<file path="src/rtl/float_to_int.sv">
// Three-stage IEEE-754 single-precision to 32-bit two's-complement converter
// with valid/ready handshakes, saturation and invalid/inexact flags.
module float_to_int #(
    parameter int ROUND_MODE = 0
) (
    input  logic        clk,
    input  logic        rst_n,
    input  logic        in_valid,
    output logic        in_ready,
    input  logic [31:0] float_in,
    output logic        out_valid,
    input  logic        out_ready,
    output logic [31:0] int_out,
    output logic        invalid,
    output logic        inexact
);

    typedef enum logic [2:0] {
        CLS_ZERO,
        CLS_DENORM,
        CLS_NORMAL,
        CLS_INF,
        CLS_NAN
    } cls_t;

    // Handshake: a beat moves when valid && ready on that side. The whole
    // pipeline advances unless the output holds an unaccepted result, so
    // in_ready = !(out_valid && !out_ready) and it never depends on in_valid.
    logic stall;
    logic advance;

    // Stage 1: unpacked operand
    logic        s1_valid_q, s1_valid_d;
    logic        s1_sign_q, s1_sign_d;
    logic [7:0]  s1_exp_q, s1_exp_d;
    logic [23:0] s1_man_q, s1_man_d;
    cls_t        s1_cls_q, s1_cls_d;

    // Stage 2: aligned magnitude with guard/sticky
    logic        s2_valid_q, s2_valid_d;
    logic        s2_sign_q, s2_sign_d;
    logic [31:0] s2_mag_q, s2_mag_d;
    logic        s2_guard_q, s2_guard_d;
    logic        s2_sticky_q, s2_sticky_d;
    logic        s2_nan_q, s2_nan_d;
    logic        s2_ovf_q, s2_ovf_d;

    // Stage 3: final result
    logic        out_valid_q, out_valid_d;
    logic [31:0] int_out_q, int_out_d;
    logic        invalid_q, invalid_d;
    logic        inexact_q, inexact_d;

    logic [7:0]  s2_rshift;
    logic [7:0]  s2_lshift;
    logic [47:0] s2_wide;
    logic        round_up;
    logic [31:0] rounded;

    assign stall    = out_valid_q && !out_ready;
    assign advance  = !stall;
    assign in_ready = advance;

    always_comb begin
        s1_valid_d = s1_valid_q;
        s1_sign_d  = s1_sign_q;
        s1_exp_d   = s1_exp_q;
        s1_man_d   = s1_man_q;
        s1_cls_d   = s1_cls_q;
        if (advance) begin
            s1_valid_d = in_valid;
            if (in_valid) begin
                s1_sign_d = float_in[31];
                s1_exp_d  = float_in[30:23];
                s1_man_d  = {(float_in[30:23] != 8'd0), float_in[22:0]};
                if (float_in[30:23] == 8'd0) begin
                    s1_cls_d = (float_in[22:0] == 23'd0) ? CLS_ZERO : CLS_DENORM;
                end else if (float_in[30:23] == 8'hFF) begin
                    s1_cls_d = (float_in[22:0] == 23'd0) ? CLS_INF : CLS_NAN;
                end else begin
                    s1_cls_d = CLS_NORMAL;
                end
            end
        end
    end

    // Exponent field 150 means E = 23: the mantissa already sits at bit 0.
    assign s2_rshift = 8'd150 - s1_exp_q;
    assign s2_lshift = s1_exp_q - 8'd150;
    assign s2_wide   = {s1_man_q, 24'd0} >> s2_rshift;

    always_comb begin
        s2_valid_d  = s2_valid_q;
        s2_sign_d   = s2_sign_q;
        s2_mag_d    = s2_mag_q;
        s2_guard_d  = s2_guard_q;
        s2_sticky_d = s2_sticky_q;
        s2_nan_d    = s2_nan_q;
        s2_ovf_d    = s2_ovf_q;
        if (advance) begin
            s2_valid_d = s1_valid_q;
            if (s1_valid_q) begin
                s2_sign_d   = s1_sign_q;
                s2_mag_d    = 32'd0;
                s2_guard_d  = 1'b0;
                s2_sticky_d = 1'b0;
                s2_nan_d    = 1'b0;
                s2_ovf_d    = 1'b0;
                case (s1_cls_q)
                    CLS_ZERO, CLS_DENORM: s2_sticky_d = (s1_cls_q == CLS_DENORM);
                    CLS_INF:              s2_ovf_d    = 1'b1;
                    CLS_NAN:              s2_nan_d    = 1'b1;
                    default: begin
                        if (s1_exp_q >= 8'd158) begin
                            // Only -2^31 exactly is representable at E = 31.
                            s2_ovf_d = !(s1_sign_q && s1_exp_q == 8'd158 &&
                                         s1_man_q[22:0] == 23'd0);
                            s2_mag_d = 32'h8000_0000;
                        end else if (s1_exp_q >= 8'd151) begin
                            s2_mag_d = {8'd0, s1_man_q} << s2_lshift;
                        end else if (s1_exp_q >= 8'd127) begin
                            s2_mag_d    = {8'd0, s2_wide[47:24]};
                            s2_guard_d  = s2_wide[23];
                            s2_sticky_d = |s2_wide[22:0];
                        end else if (s1_exp_q == 8'd126) begin
                            s2_guard_d  = s1_man_q[23];
                            s2_sticky_d = |s1_man_q[22:0];
                        end else begin
                            s2_sticky_d = |s1_man_q;
                        end
                    end
                endcase
            end
        end
    end

    assign round_up = (ROUND_MODE == 1) && s2_guard_q && (s2_sticky_q || s2_mag_q[0]);
    assign rounded  = s2_mag_q + {31'd0, round_up};

    always_comb begin
        out_valid_d = out_valid_q;
        int_out_d   = int_out_q;
        invalid_d   = invalid_q;
        inexact_d   = inexact_q;
        if (advance) begin
            out_valid_d = s2_valid_q;
            if (s2_valid_q) begin
                if (s2_nan_q) begin
                    int_out_d = 32'h8000_0000;
                    invalid_d = 1'b1;
                    inexact_d = 1'b0;
                end else if (s2_ovf_q) begin
                    int_out_d = s2_sign_q ? 32'h8000_0000 : 32'h7FFF_FFFF;
                    invalid_d = 1'b1;
                    inexact_d = 1'b0;
                end else begin
                    int_out_d = s2_sign_q ? (~rounded + 32'd1) : rounded;
                    invalid_d = 1'b0;
                    inexact_d = s2_guard_q || s2_sticky_q;
                end
            end
        end
    end

    always_ff @(posedge clk or negedge rst_n) begin
        if (!rst_n) begin
            s1_valid_q  <= 1'b0;
            s1_sign_q   <= 1'b0;
            s1_exp_q    <= 8'd0;
            s1_man_q    <= 24'd0;
            s1_cls_q    <= CLS_ZERO;
            s2_valid_q  <= 1'b0;
            s2_sign_q   <= 1'b0;
            s2_mag_q    <= 32'd0;
            s2_guard_q  <= 1'b0;
            s2_sticky_q <= 1'b0;
            s2_nan_q    <= 1'b0;
            s2_ovf_q    <= 1'b0;
            out_valid_q <= 1'b0;
            int_out_q   <= 32'd0;
            invalid_q   <= 1'b0;
            inexact_q   <= 1'b0;
        end else begin
            s1_valid_q  <= s1_valid_d;
            s1_sign_q   <= s1_sign_d;
            s1_exp_q    <= s1_exp_d;
            s1_man_q    <= s1_man_d;
            s1_cls_q    <= s1_cls_d;
            s2_valid_q  <= s2_valid_d;
            s2_sign_q   <= s2_sign_d;
            s2_mag_q    <= s2_mag_d;
            s2_guard_q  <= s2_guard_d;
            s2_sticky_q <= s2_sticky_d;
            s2_nan_q    <= s2_nan_d;
            s2_ovf_q    <= s2_ovf_d;
            out_valid_q <= out_valid_d;
            int_out_q   <= int_out_d;
            invalid_q   <= invalid_d;
            inexact_q   <= inexact_d;
        end
    end

    assign out_valid = out_valid_q;
    assign int_out   = int_out_q;
    assign invalid   = invalid_q;
    assign inexact   = inexact_q;

endmodule

</file>
<file path="config.mk">
export PLATFORM = sky130hd
export DESIGN_NAME = float_to_int
export DESIGN_NICKNAME = d
export VERILOG_FILES = /design/src/rtl/float_to_int.sv
export SDC_FILE = /design/constraint.sdc
export NUM_CORES = 1
export LEC_CHECK = 0
export ABC_CLOCK_PERIOD_IN_PS = 2950
export BUFFER_PORTS_ARGS = -buffer_cell sky130_fd_sc_hd__buf_4
export CAP_MARGIN = 20
export CORE_MARGIN = 4
export CORE_UTILIZATION = 32
export CTS_BUF_LIST = sky130_fd_sc_hd__clkbuf_8
export CTS_CLUSTER_SIZE = 14
export DETAILED_ROUTE_END_ITERATION = 16
export GPL_TIMING_DRIVEN = 0
export PLACE_DENSITY_LB_ADDON = 0.25
export SETUP_SLACK_MARGIN = 0.02
export SYNTH_ARGS = -nofsm -noshare
export SYNTH_HDL_FRONTEND = slang
export SYNTH_SLANG_ARGS = --single-unit
</file>
<file path="constraint.sdc">
create_clock -name clk -period 2.95 [get_ports clk]
set_input_delay 0.4425 -clock clk [delete_from_list [all_inputs] [get_ports clk]]
set_output_delay 0.4425 -clock clk [all_outputs]
set_load 0.005 [all_outputs]
</file>
=== Word level (Yosys, flattened, before mapping) ===
Index checks and enable logic that the tools add are counted.
Widths: inputs -> output; s select.

* Add/sub/neg operators: 3
* Order comparisons: 3
* Equal/unequal tests: 6
* Shift operators: 2
* Muxes and demuxes: 29
* Bitwise logic cells: 2
* Reductions and logical operators: 22

{| class="wikitable"
|+ Operators with widths
! cell !! count
|-
| $mux 32 || 7
|-
| $shr 48x8->48 || 1
|-
| $logic_not 23->1 || 2
|-
| $reduce_or 23->1 || 2
|-
| $add 32x1->32 const B || 1
|-
| $not 32->32 || 1
|-
| $shl 24x8->32 || 1
|-
| $mux 24 || 1
|-
| $reduce_or 24->1 || 1
|-
| $eq 8x8->1 const B || 2
|-
| $ge 8x8->1 const B || 2
|-
| $mux 1 || 16
|-
| $mux 3 || 3
|-
| $eq 8x7->1 const B || 1
|-
| $ge 8x7->1 const B || 1
|-
| $logic_not 8->1 || 1
|-
| $reduce_bool 8->1 || 1
|-
| $sub 8x8->8 const A || 1
|-
| $sub 8x8->8 const B || 1
|-
| $reduce_and 2->1 || 3
|-
| $pmux 1 s2 || 2
|-
| $reduce_or 2->1 || 2
|-
| $reduce_or 4->1 || 1
|-
| $eq 3x1->1 const B || 1
|-
| other kinds (8) || 12
|}

* Register bits after elaboration: 110
* Bits of input ports: 36
* Output and inout port bits: 36

=== Depth between registers and ports, before layout ===
Gate-level depths: netlist (run 1).

* Word-level depth: 7
* Gate-level depth with buffers: 13

=== Least setup slack after synthesis (run 1) ===
No wires, ideal clock.

* Path kind: flip-flop to flip-flop
* Start point: register s1_exp_q[0]
* End point: register s2_sticky_q
* Library setup time: 136 ps
* Arrival: 2,893 ps
* Data required time: 2,814 ps
* Path slack: -79 ps
* Cell stages (with the launch flop): 13
* Buffers on the path: 3
* Path through: dfrtp_1 -> buf_2 -> inv_1 -> buf_2 -> ha_1 -> inv_1 -> clkbuf_1 -> mux2_2 -> o21ai_0 -> a31oi_1 -> a311o_1 -> o41ai_2 -> a31oi_1

* Word-level cells in the longest chain between the ends: 7

{| class="wikitable"
|+ Ends and longest elaborated chain
! item !! RTL line !! RTL
|-
| start, declared || 35 || <nowiki>logic [7:0] s1_exp_q, s1_exp_d;</nowiki>
|-
| start signal, assigned || 186 || <nowiki>s1_exp_q <= s1_exp_d;</nowiki>
|-
| $sub 8x8->8 || 88 || <nowiki>assign s2_rshift = 8'd150 - s1_exp_q;</nowiki>
|-
| $shr 48x8->48 || 90 || <nowiki>assign s2_wide = {s1_man_q, 24'd0} >> s2_rshift;</nowiki>
|-
| $reduce_or 23->1 || 124 || <nowiki>s2_sticky_d = |s2_wide[22:0];</nowiki>
|-
| $mux 1 || 121 || <nowiki>end else if (s1_exp_q >= 8'd127) begin</nowiki>
|-
| $mux 1 || 119 || <nowiki>end else if (s1_exp_q >= 8'd151) begin</nowiki>
|-
| $mux 1 (*) || 114 || <nowiki>if (s1_exp_q >= 8'd158) begin</nowiki>
|-
| $pmux 1 s2 (*) || 109 || <nowiki>case (s1_cls_q)</nowiki>
|-
| end signal, assigned || 193 || <nowiki>s2_sticky_q <= s2_sticky_d;</nowiki>
|-
| end, declared || 44 || <nowiki>logic s2_sticky_q, s2_sticky_d;</nowiki>
|}

Mark *: on every way between the ends. The rest lies on a longest branch, timed or not.
A chain may end at the register's enable or synchronous reset.

=== Worst setup path in the final report (run 1) ===
* Start point: register s1_exp_q[0]
* End point: register s2_mag_q[1]

* Word-level cells in the longest chain between the ends: 6

{| class="wikitable"
|+ Ends and longest elaborated chain
! item !! RTL line !! RTL
|-
| $sub 8x8->8 || 88 ||
|-
| $shr 48x8->48 || 90 ||
|-
| $mux 24 || 121 ||
|-
| $mux 32 || 119 ||
|-
| $mux 32 (*) || 114 ||
|-
| $mux 32 (*) || 109 ||
|-
| end signal, assigned || 191 || <nowiki>s2_mag_q <= s2_mag_d;</nowiki>
|-
| end, declared || 42 || <nowiki>logic [31:0] s2_mag_q, s2_mag_d;</nowiki>
|}

Marks and branches as above.

==> results of run 1 <==
==> final cells by class <==
cell class              count  area [µm²]
fillers                  2748       16100
multi-input cells         781        5600
flip-flops and latches    110        2760
repair buffers             84         657
well taps                 335         419
plain buffers              72         380
clock buffers               9         124
clock inverters             7        93.8
inverters                  15        56.3
==> power groups by stage <==
stage               Clock, mW  Combinational (mW)  Sequential, mW
detailed placement          0                6.90            2.50
finish                   1.02                7.37            2.48
CTS                      1.06                7.09            2.47
floorplan                   0                4.87            2.34
global placement            0                6.91            2.49
global route             1.12                7.98            2.54
==> per-stage QoR <==
stage                     area, µm²  instances  hold slack, ns
final                         10100       1413           0.247
after global routing          10100       1413           0.232
after CTS                      9920       1408           0.227
after detailed placement       9520       1385           0.308
after global placement         9490       1384           0.460
after floorplan                8540        978           0.147
==> registers in the layout, indices dropped and copies added, names as in the netlist, 3 cells and up <==
signal,flops
s2_mag_q,32
s1_exp_q,8
s1_cls_q,3
s1_man_q,24
int_out,32
==> critical path: stages (launching register included) <==
cell,delay [ns]
dfrtp_2,0.47
buf_6,0.14
inv_2,0.08
buf_6,0.11
ha_4,0.22
buf_4,0.18
clkbuf_4,0.21
clkbuf_4,0.21
a221oi_2,0.53
nand3_1,0.15
o21a_1,0.13
o22ai_1,0.24
a22o_1,0.17
==> worst max-delay path by stage <==
stage | cells after the start | from | end | slack, ns
finish | 12 | s1_exp_q[0] | s2_mag_q[1] | 0.07
global route | 9 | s1_exp_q[1] | s2_sticky_q | -0.03
CTS | 12 | s1_exp_q[0] | s2_sticky_q | 0.04
detailed placement | 12 | s1_exp_q[0] | s2_mag_q[4] | -0.55
global placement | 12 | s1_exp_q[0] | s2_mag_q[4] | -0.58
floorplan | 12 | s1_exp_q[0] | s2_sticky_q | 0.09
==> repair_timing <==
action | CTS | global route
gates resized for setup | 38 | 50
hold endpoints to repair | 21 | 0
setup buffers | 6 | 5
setup endpoints to repair | 34 | 30
hold buffers | 1 | 0
pin swaps | 4 | 3
==> routing by layer <==
layer / share of wire (%) / track usage, % / up-vias / wire length [µm]
met3: 6.1 / 3.00 / 61 / 1800
li1: - / - / 3832 / -
met2: 45 / 31.0 / 305 / 13100
met1: 46 / 27.8 / 3820 / 13500
met5: 0 / 0 / - / 0
met4: 3.2 / 6.54 / 0 / 952
==> cell usage after synthesis (10+ instances only) <==
library cell  instances  area (µm²)
a21oi_1              42         210
a22o_1               21         184
buf_2                14        70.1
clkbuf_1             47         176
dfrtp_1             110        2750
inv_1                12        45.0
mux2_2               50         563
mux2i_1              50         500
mux4_2               22         495
nand2_1             128         480
nand3_1              22         110
nand4_1              10        62.6
nor2_1               80         300
nor3_1               30         150
nor4_1               16         100
o21ai_0              98         490
o31ai_1              14         105
or3_1                12        75.1
xnor2_1              34         298
==> cells by family after synthesis <==
family | Yosys count | share of synthesized area (%)
mux | 122 | 18.3
compound gates | 271 | 21.2
fa+ha+maj | 6 | 0.881
buf+inv | 87 | 4.39
xor+xnor | 42 | 4.41
simple gates | 340 | 18.5
flops | 110 | 32.3
==> impl_summary.txt, run 1 <==
----------------------------------------------------
[Status]
  Run status ... complete, no violations

[Floorplan]
  Count of pins on the block boundary ... 72
  Die footprint ... 29300 µm²
  Vertical die dimension ... roughly 170 µm
  Horiz. Die Dim ... 171 µm
  CORE AREA ... 26100 µm²
  Starting utilization of the core area ... around a third
  # rows ... 59

[Timing]
  Fmax ... ~350 MHz
  Worst-Margin Slew ... 0.793 ns
  Setup TNS Final ... 0 ns
  Portion of the clock cycle consumed by the worst path in the final layout ... 97.7%
  Worst path setup slack after routing ... just under 0.07 ns
  Rel. slew slack ... between 40% and 50%
  Setup violators final ... 0
  Number of pins with negative max-slew slack in the final report ... 0
  Final min period ... 2.88 ns
  Setup repair after global routing missed its margin ... true
  Final count of hold timing violations ... 0
  Clock tree skew after final layout ... between 0.02 and 0.03 ns

[Finish]
  Commonest non-fill, non-tap cells in the layout ... 127 x nand2_1, 108 x dfrtp_1, 92 x o21ai_0, 89 x buf_4, 78 x nor2_1
  Antenna diode count ... 0
  Util after Layout ... 38.6%
  Commonest non-fill, non-tap cell in the layout ... nand2_1
  Net total in the final layout ... approximately 1.1k
  Layout cell share with drive strength beyond 1 ... about a quarter
  Layout overhead on the synthesized area ... 18.3%

[GRT]
  Leftover overflow at the end of global routing ... 0
  Overall Global Routing Usage ... between 10% and 20%
  Wire length of the first global-routing pass ... ~45 mm
  Vias in the first global route ... between 7k and 8k
  Antenna violations before repair ... 0
  Largest net degree at the start of global routing ... 90

[Critical path]
  Register-to-Register Path Depth ... 12
  Arrival time worst endpoint ... about 3.3 ns
  Worst r2r dst ... s2_mag_q[1]
  Category of the most critical setup path ... flip-flop to flip-flop
  Nature of the critical path endpoint ... flip-flop
  Endpoint required time on the critical path ... approximately 3.3 ns
  R2R Setup Slk ... a little under 0.07 ns
  Maximum fanout count along the critical path ... 10
  Critical R2R Launch ... s1_exp_q[0]
  Type of element launching the critical path ... flip-flop

[Flow run]
  Count of maximum capacitance violations ... 0

[Synth]
  Average instance area after synthesis ... 8.71 µm²
  Mapped Area ... 8520 µm²
  Number of flops mapped to enable cells by yosys ... 0
  Post-synth net total ... 1020
  Number of instances in the synthesized netlist ... between 900 and 1k
  Synth async-reset ratio ... 100%
  Number of register bits inferred by synthesis ... 110
  Top FF cell, synth ... dfrtp_1
  Distinct cell type count of the synthesized netlist ... 76
  Sequential cell area fraction in the yosys report ... between 30% and 40%
  Total of warnings raised by yosys ... 0

[Detailed routing]
  Vias post-DR ... 8018
  DRC violation count after routing ... 0
  Post-DR wirelength/cell ... a little over 20 µm
  Drt total wl ... a little under 30 mm
  Count of nets left with antenna violations after detail routing ... 0
  Iteration-0 DRC Markers ... approximately 800
  Vias per cell ... 5.67
  Number of iterations in the first detailed-routing pass ... 5

[Power]
  VDD IR-drop max ... just under 0.4 mV
  Sw Share ... 50.8%
  Final total power ... approximately 11 mW
  Sw Pwr ... 5.52 mW
  Power per unit of standard cell area ... ~1100 nW/µm²
  Relative contribution of combinational cells to total power ... between 60% and 70%
  Relative contribution of sequential cells to total power ... a little under a quarter
  Reported leakage power ... a little over 4 nW
  Proportion of power drawn by the clock network ... 9.4%
  Cell internal power dissipation ... 5.35 mW

[Hold path]
  Endpoint of the worst hold path ... s1_sign_q
  Worst Hold Path Cells ... 2
  Worst min-delay path startpoint ... float_in[31]
  Hold Crit Class ... input port to flip-flop

[Clocking]
  Max H-tree Level ... 3
  Maximum root-to-sink buffer count ... 2
  Clock transition time at the flip-flop clock pins of the worst setup and hold paths ... 0.14 ns
  CTS sink count ... 110
  Number of buffers created by CTS ... 9
  Buffer type at the clock tree root ... clkbuf_8
  Worst-Skew Late Latency ... 0.43 ns
  TritonCTS clock tree ... yes

[Place]
  Number of buffers inserted by port buffering ... 71
  Worst setup slack after placement ... -0.553 ns
  Global placement routability congestion ... between 0.9 and 1
  Total half-perimeter wirelength after legalization and detailed placement ... between 20 and 25 mm

----------------------------------------------------
Power figures use the tool's default switching activity.
==> inputs of run 2 (changes only) <==
--- a/config.mk
+++ b/config.mk
@@ -8,6 +8,7 @@
 export ABC_CLOCK_PERIOD_IN_PS = 2950
 export BUFFER_PORTS_ARGS = -buffer_cell sky130_fd_sc_hd__buf_4
 export CAP_MARGIN = 20
+export CORE_ASPECT_RATIO = 0.6
 export CORE_MARGIN = 4
 export CORE_UTILIZATION = 32
 export CTS_BUF_LIST = sky130_fd_sc_hd__clkbuf_8
==> run 2 against run 1 <==
Effect of this change:
- the flow now finishes with violations (negative setup slack)
- largest power group unchanged
- critical path depth decreased by 2
- largest cell class unchanged
- power increased by 7.4%
- die area increased by 0.29%
==> impl_summary.txt, run 2 (synthesis gave the netlist of run 1 again) <==
----------------------------------------------------
[Critical path]
  Nature of the critical path endpoint ... flip-flop (unchanged)
  Maximum fanout count along the critical path ... 10 (unchanged)
  Arrival time worst endpoint ... 3.41 ns (was 3.26 ns)
  Category of the most critical setup path ... flip-flop to flip-flop (unchanged)
  Family with the most delay on the worst path ... compound AO/OA/AOI/OAI gates (unchanged)
  Register-to-Register Path Depth ... 10 (was 12)
  Endpoint required time on the critical path ... 3.20 ns (was 3.33 ns)
  Critical R2R Launch ... s1_exp_q[1] (was s1_exp_q[0])
  Cell breakdown of the critical path ... ha_2 -> and2b_2 -> or3_4 -> nand2_2 -> buf_6 -> a211oi_1 -> a221oi_2 -> nand4_1 -> o41ai_2 -> a31oi_2 (was buf_6 -> inv_2 -> buf_6 -> ha_4 -> buf_4 -> clkbuf_4 -> clkbuf_4 -> a221oi_2 -> nand3_1 -> o21a_1 -> o22ai_1 -> a22o_1)
  Highest cell delay on the worst timing path ... 0.46 ns (was 0.53 ns)
  Count of buffer and inverter cells on the critical path ... 1 (was 6)
  Type of element launching the critical path ... flip-flop (unchanged)
  Critical-path cell with the highest stage delay ... dfrtp_2 (was a221oi_2)
  Worst r2r dst ... s2_sticky_q (was s2_mag_q[1])
  R2R Setup Slk ... -0.21 ns (was 0.07 ns)

[Clocking]
  Clock transition time at the flip-flop clock pins of the worst setup and hold paths ... 0.11 ns (was 0.14 ns)
  Max H-tree Level ... 3 (unchanged)
  CTS sink count ... 110 (unchanged)
  Maximum root-to-sink buffer count ... 2 (unchanged)
  TritonCTS clock tree ... yes (unchanged)
  Worst-Skew Late Latency ... 0.44 ns (was 0.43 ns)
  Buffer type at the clock tree root ... clkbuf_8 (unchanged)
  Number of buffers created by CTS ... 9 (unchanged)

[Floorplan]
  # rows ... 45 (was 59)
  CORE AREA ... 25700 µm² (was 26100 µm²)
  Vertical die dimension ... 134 µm (was 171 µm)
  Die footprint ... 29400 µm² (was 29300 µm²)
  Count of pins on the block boundary ... 72 (unchanged)
  Horiz. Die Dim ... 219 µm (was 171 µm)
  Starting utilization of the core area ... 33.1% (was 32.6%)

[Timing]
  Worst path setup slack after routing ... -0.213 ns (was 0.0687 ns)
  Number of pins with negative max-slew slack in the final report ... 0 (unchanged)
  Portion of the clock cycle consumed by the worst path in the final layout ... 107% (was 97.7%)
  Setup repair after global routing missed its margin ... true (unchanged)
  Setup violators final ... 4 (was 0)
  Final count of hold timing violations ... 0 (unchanged)
  Final min period ... 3.16 ns (was 2.88 ns)
  Worst-Margin Slew ... 0.937 ns (was 0.793 ns)
  Clock tree skew after final layout ... 0.0178 ns (was 0.0254 ns)
  Final hold slack ... 0.241 ns (was 0.247 ns)
  Fmax ... 316 MHz (was 347 MHz)
  Rel. slew slack ... 37.1% (was 46.8%)

[GRT]
  Wire length of the first global-routing pass ... 49.5 mm (was 45.1 mm)
  Overall Global Routing Usage ... 22.1% (was 19.7%)
  Antenna violations before repair ... 0 (unchanged)
  Vias in the first global route ... 7909 (was 7605)
  Largest net degree at the start of global routing ... 73 (was 90)
  Leftover overflow at the end of global routing ... 0 (unchanged)

[Finish]
  Layout cell share with drive strength beyond 1 ... 26.6% (was 23.7%)
  Commonest non-fill, non-tap cell in the layout ... nand2_1 (unchanged)
  Antenna diode count ... 0 (unchanged)
  Post-route cell area ... 10400 µm² (was 10100 µm²)
  Footprint of the multi-input gates ... 5750 µm² (was 5600 µm²)
  Final cell count without fillers ... 1444 (was 1413)
  Layout overhead on the synthesized area ... 22.2% (was 18.3%)
  Net total in the final layout ... 1129 (was 1115)
  Commonest non-fill, non-tap cells in the layout ... 127 x nand2_1, 108 x dfrtp_1, 98 x buf_4, 91 x o21ai_0, 77 x nor2_1 (was 127 x nand2_1, 108 x dfrtp_1, 92 x o21ai_0, 89 x buf_4, 78 x nor2_1)
  Filler Cell Count ... 2671 (was 2748)
  Sequential cell area in the final layout ... 2760 µm² (unchanged)
  Util after Layout ... 40.5% (was 38.6%)

[Place]
  Total half-perimeter wirelength after legalization and detailed placement ... 25.6 mm (was 22.9 mm)
  Cells after DPL ... 1402 (was 1385)
  Number of buffers inserted by port buffering ... 71 (unchanged)
  Global placement routability congestion ... 0.971 (was 0.965)
  Placed standard-cell area ... 9540 µm² (was 9520 µm²)

[Hold path]
  Worst Hold Path Cells ... 2 (unchanged)
  Worst min-delay path startpoint ... float_in[2] (was float_in[31])
  Hold Crit Class ... input port to flip-flop (unchanged)
  Endpoint of the worst hold path ... s1_man_q[2] (was s1_sign_q)

[Power]
  Power per unit of standard cell area ... 1120 nW/µm² (was 1080 nW/µm²)
  Final total power ... 11.7 mW (was 10.9 mW)
  VDD IR-drop max ... 0.296 mV (was 0.389 mV)
  Reported leakage power ... 4.23 nW (was 4.12 nW)

[Detailed routing]
  Iteration-0 DRC Markers ... 1009 (was 790)
  DRC violation count after routing ... 0 (unchanged)
  Drt total wl ... 32.8 mm (was 29.4 mm)
  Vias per cell ... 5.91 (was 5.67)
  Post-DR wirelength/cell ... 22.7 µm (was 20.8 µm)
  Count of nets left with antenna violations after detail routing ... 0 (unchanged)
  Vias post-DR ... 8527 (was 8018)
  Number of iterations in the first detailed-routing pass ... 6 (was 5)

[Status]
  Violations in the final reports ... negative setup slack
  Run status ... complete, but fails checks (was complete, no violations)

[Flow run]
  Count of maximum capacitance violations ... 0 (unchanged)

----------------------------------------------------
==> run 2: cell types whose count changed in the layout (fill, tap and decap cells not counted), sizes merged <==
| cell | change |
|---|---|
| clkbuf | -1 |
| bufinv | +1 |
| inv | -1 |
| clkinvlp | +2 |
| clkinv | -3 |
| buf | +16 |
==> run 2: metrics by stage <==
stage          worst slack [ns]  TNS, ns
5_1_grt                  -0.212   -0.647
2_1_floorplan            0.0945        0
3_3_place_gp              -1.03   -13.84
4_1_cts                 -0.0904   -0.120
6_report                 -0.213   -0.311
3_5_place_dp             -0.897   -12.63
==> run 2: timing repair <==
| item | in CTS | in global routing |
|---|---|---|
| hold endpoints to repair | 38 | 0 |
| setup buffers | 20 | 7 |
| endpoints found under the setup margin | 34 | 32 |
| hold buffers | 1 | 0 |
| gates resized for setup | 78 | 50 |
| pin swaps | 12 | 11 |
==> run 2: routing by layer <==
| metal | wire, µm | track usage (%) |
|---|---|---|
| met2 | 12300 | 27.5 |
| met4 | 396 | 4.00 |
| met3 | 4170 | 8.15 |
| met1 | 15900 | 35.5 |
| met5 | 0 | 0 |
==> run 2: power breakdown <==
| part | total, mW | internal, mW | switching (mW) |
|---|---|---|---|
| combinational | 8.14 | 3.35 | 4.79 |
| sequential | 2.52 | 1.96 | 0.565 |
| clock | 1.02 | 0.421 | 0.597 |
| total | 11.7 | 5.73 | 5.95 |
==> run 2: area by class of cell <==
| class | count | area share (%) |
|---|---|---|
| multi-input combinational | 781 | 55.2 |
| clock buffer | 10 | 1.32 |
| buffer | 70 | 3.87 |
| inverter | 15 | 0.637 |
| sequential | 110 | 26.5 |
| tap | 352 | 4.23 |
| clock inverter | 6 | 0.661 |
| timing repair buffer | 100 | 7.57 |
==> run 2: worst max-delay path by stage <==
stage,to,slack [ns],from,cells past startpoint
5_1_grt,s2_sticky_q,-0.21,s1_exp_q[0],10
3_5_place_dp,s2_guard_q,-0.90,s1_exp_q[1],10
4_1_cts,s2_sticky_q,-0.09,s1_exp_q[0],11
3_3_place_gp,s2_sticky_q,-1.03,s1_exp_q[1],10
2_1_floorplan,s2_sticky_q,0.09,s1_exp_q[0],12
6_report,s2_sticky_q,-0.21,s1_exp_q[1],10
==> run 2: worst register-to-register path, stage by stage (launching register included) <==
cell	delay, ns
dfrtp_2	0.46
ha_2	0.26
and2b_2	0.28
or3_4	0.42
nand2_2	0.17
buf_6	0.17
a211oi_1	0.12
a221oi_2	0.22
nand4_1	0.14
o41ai_2	0.46
a31oi_2	0.27
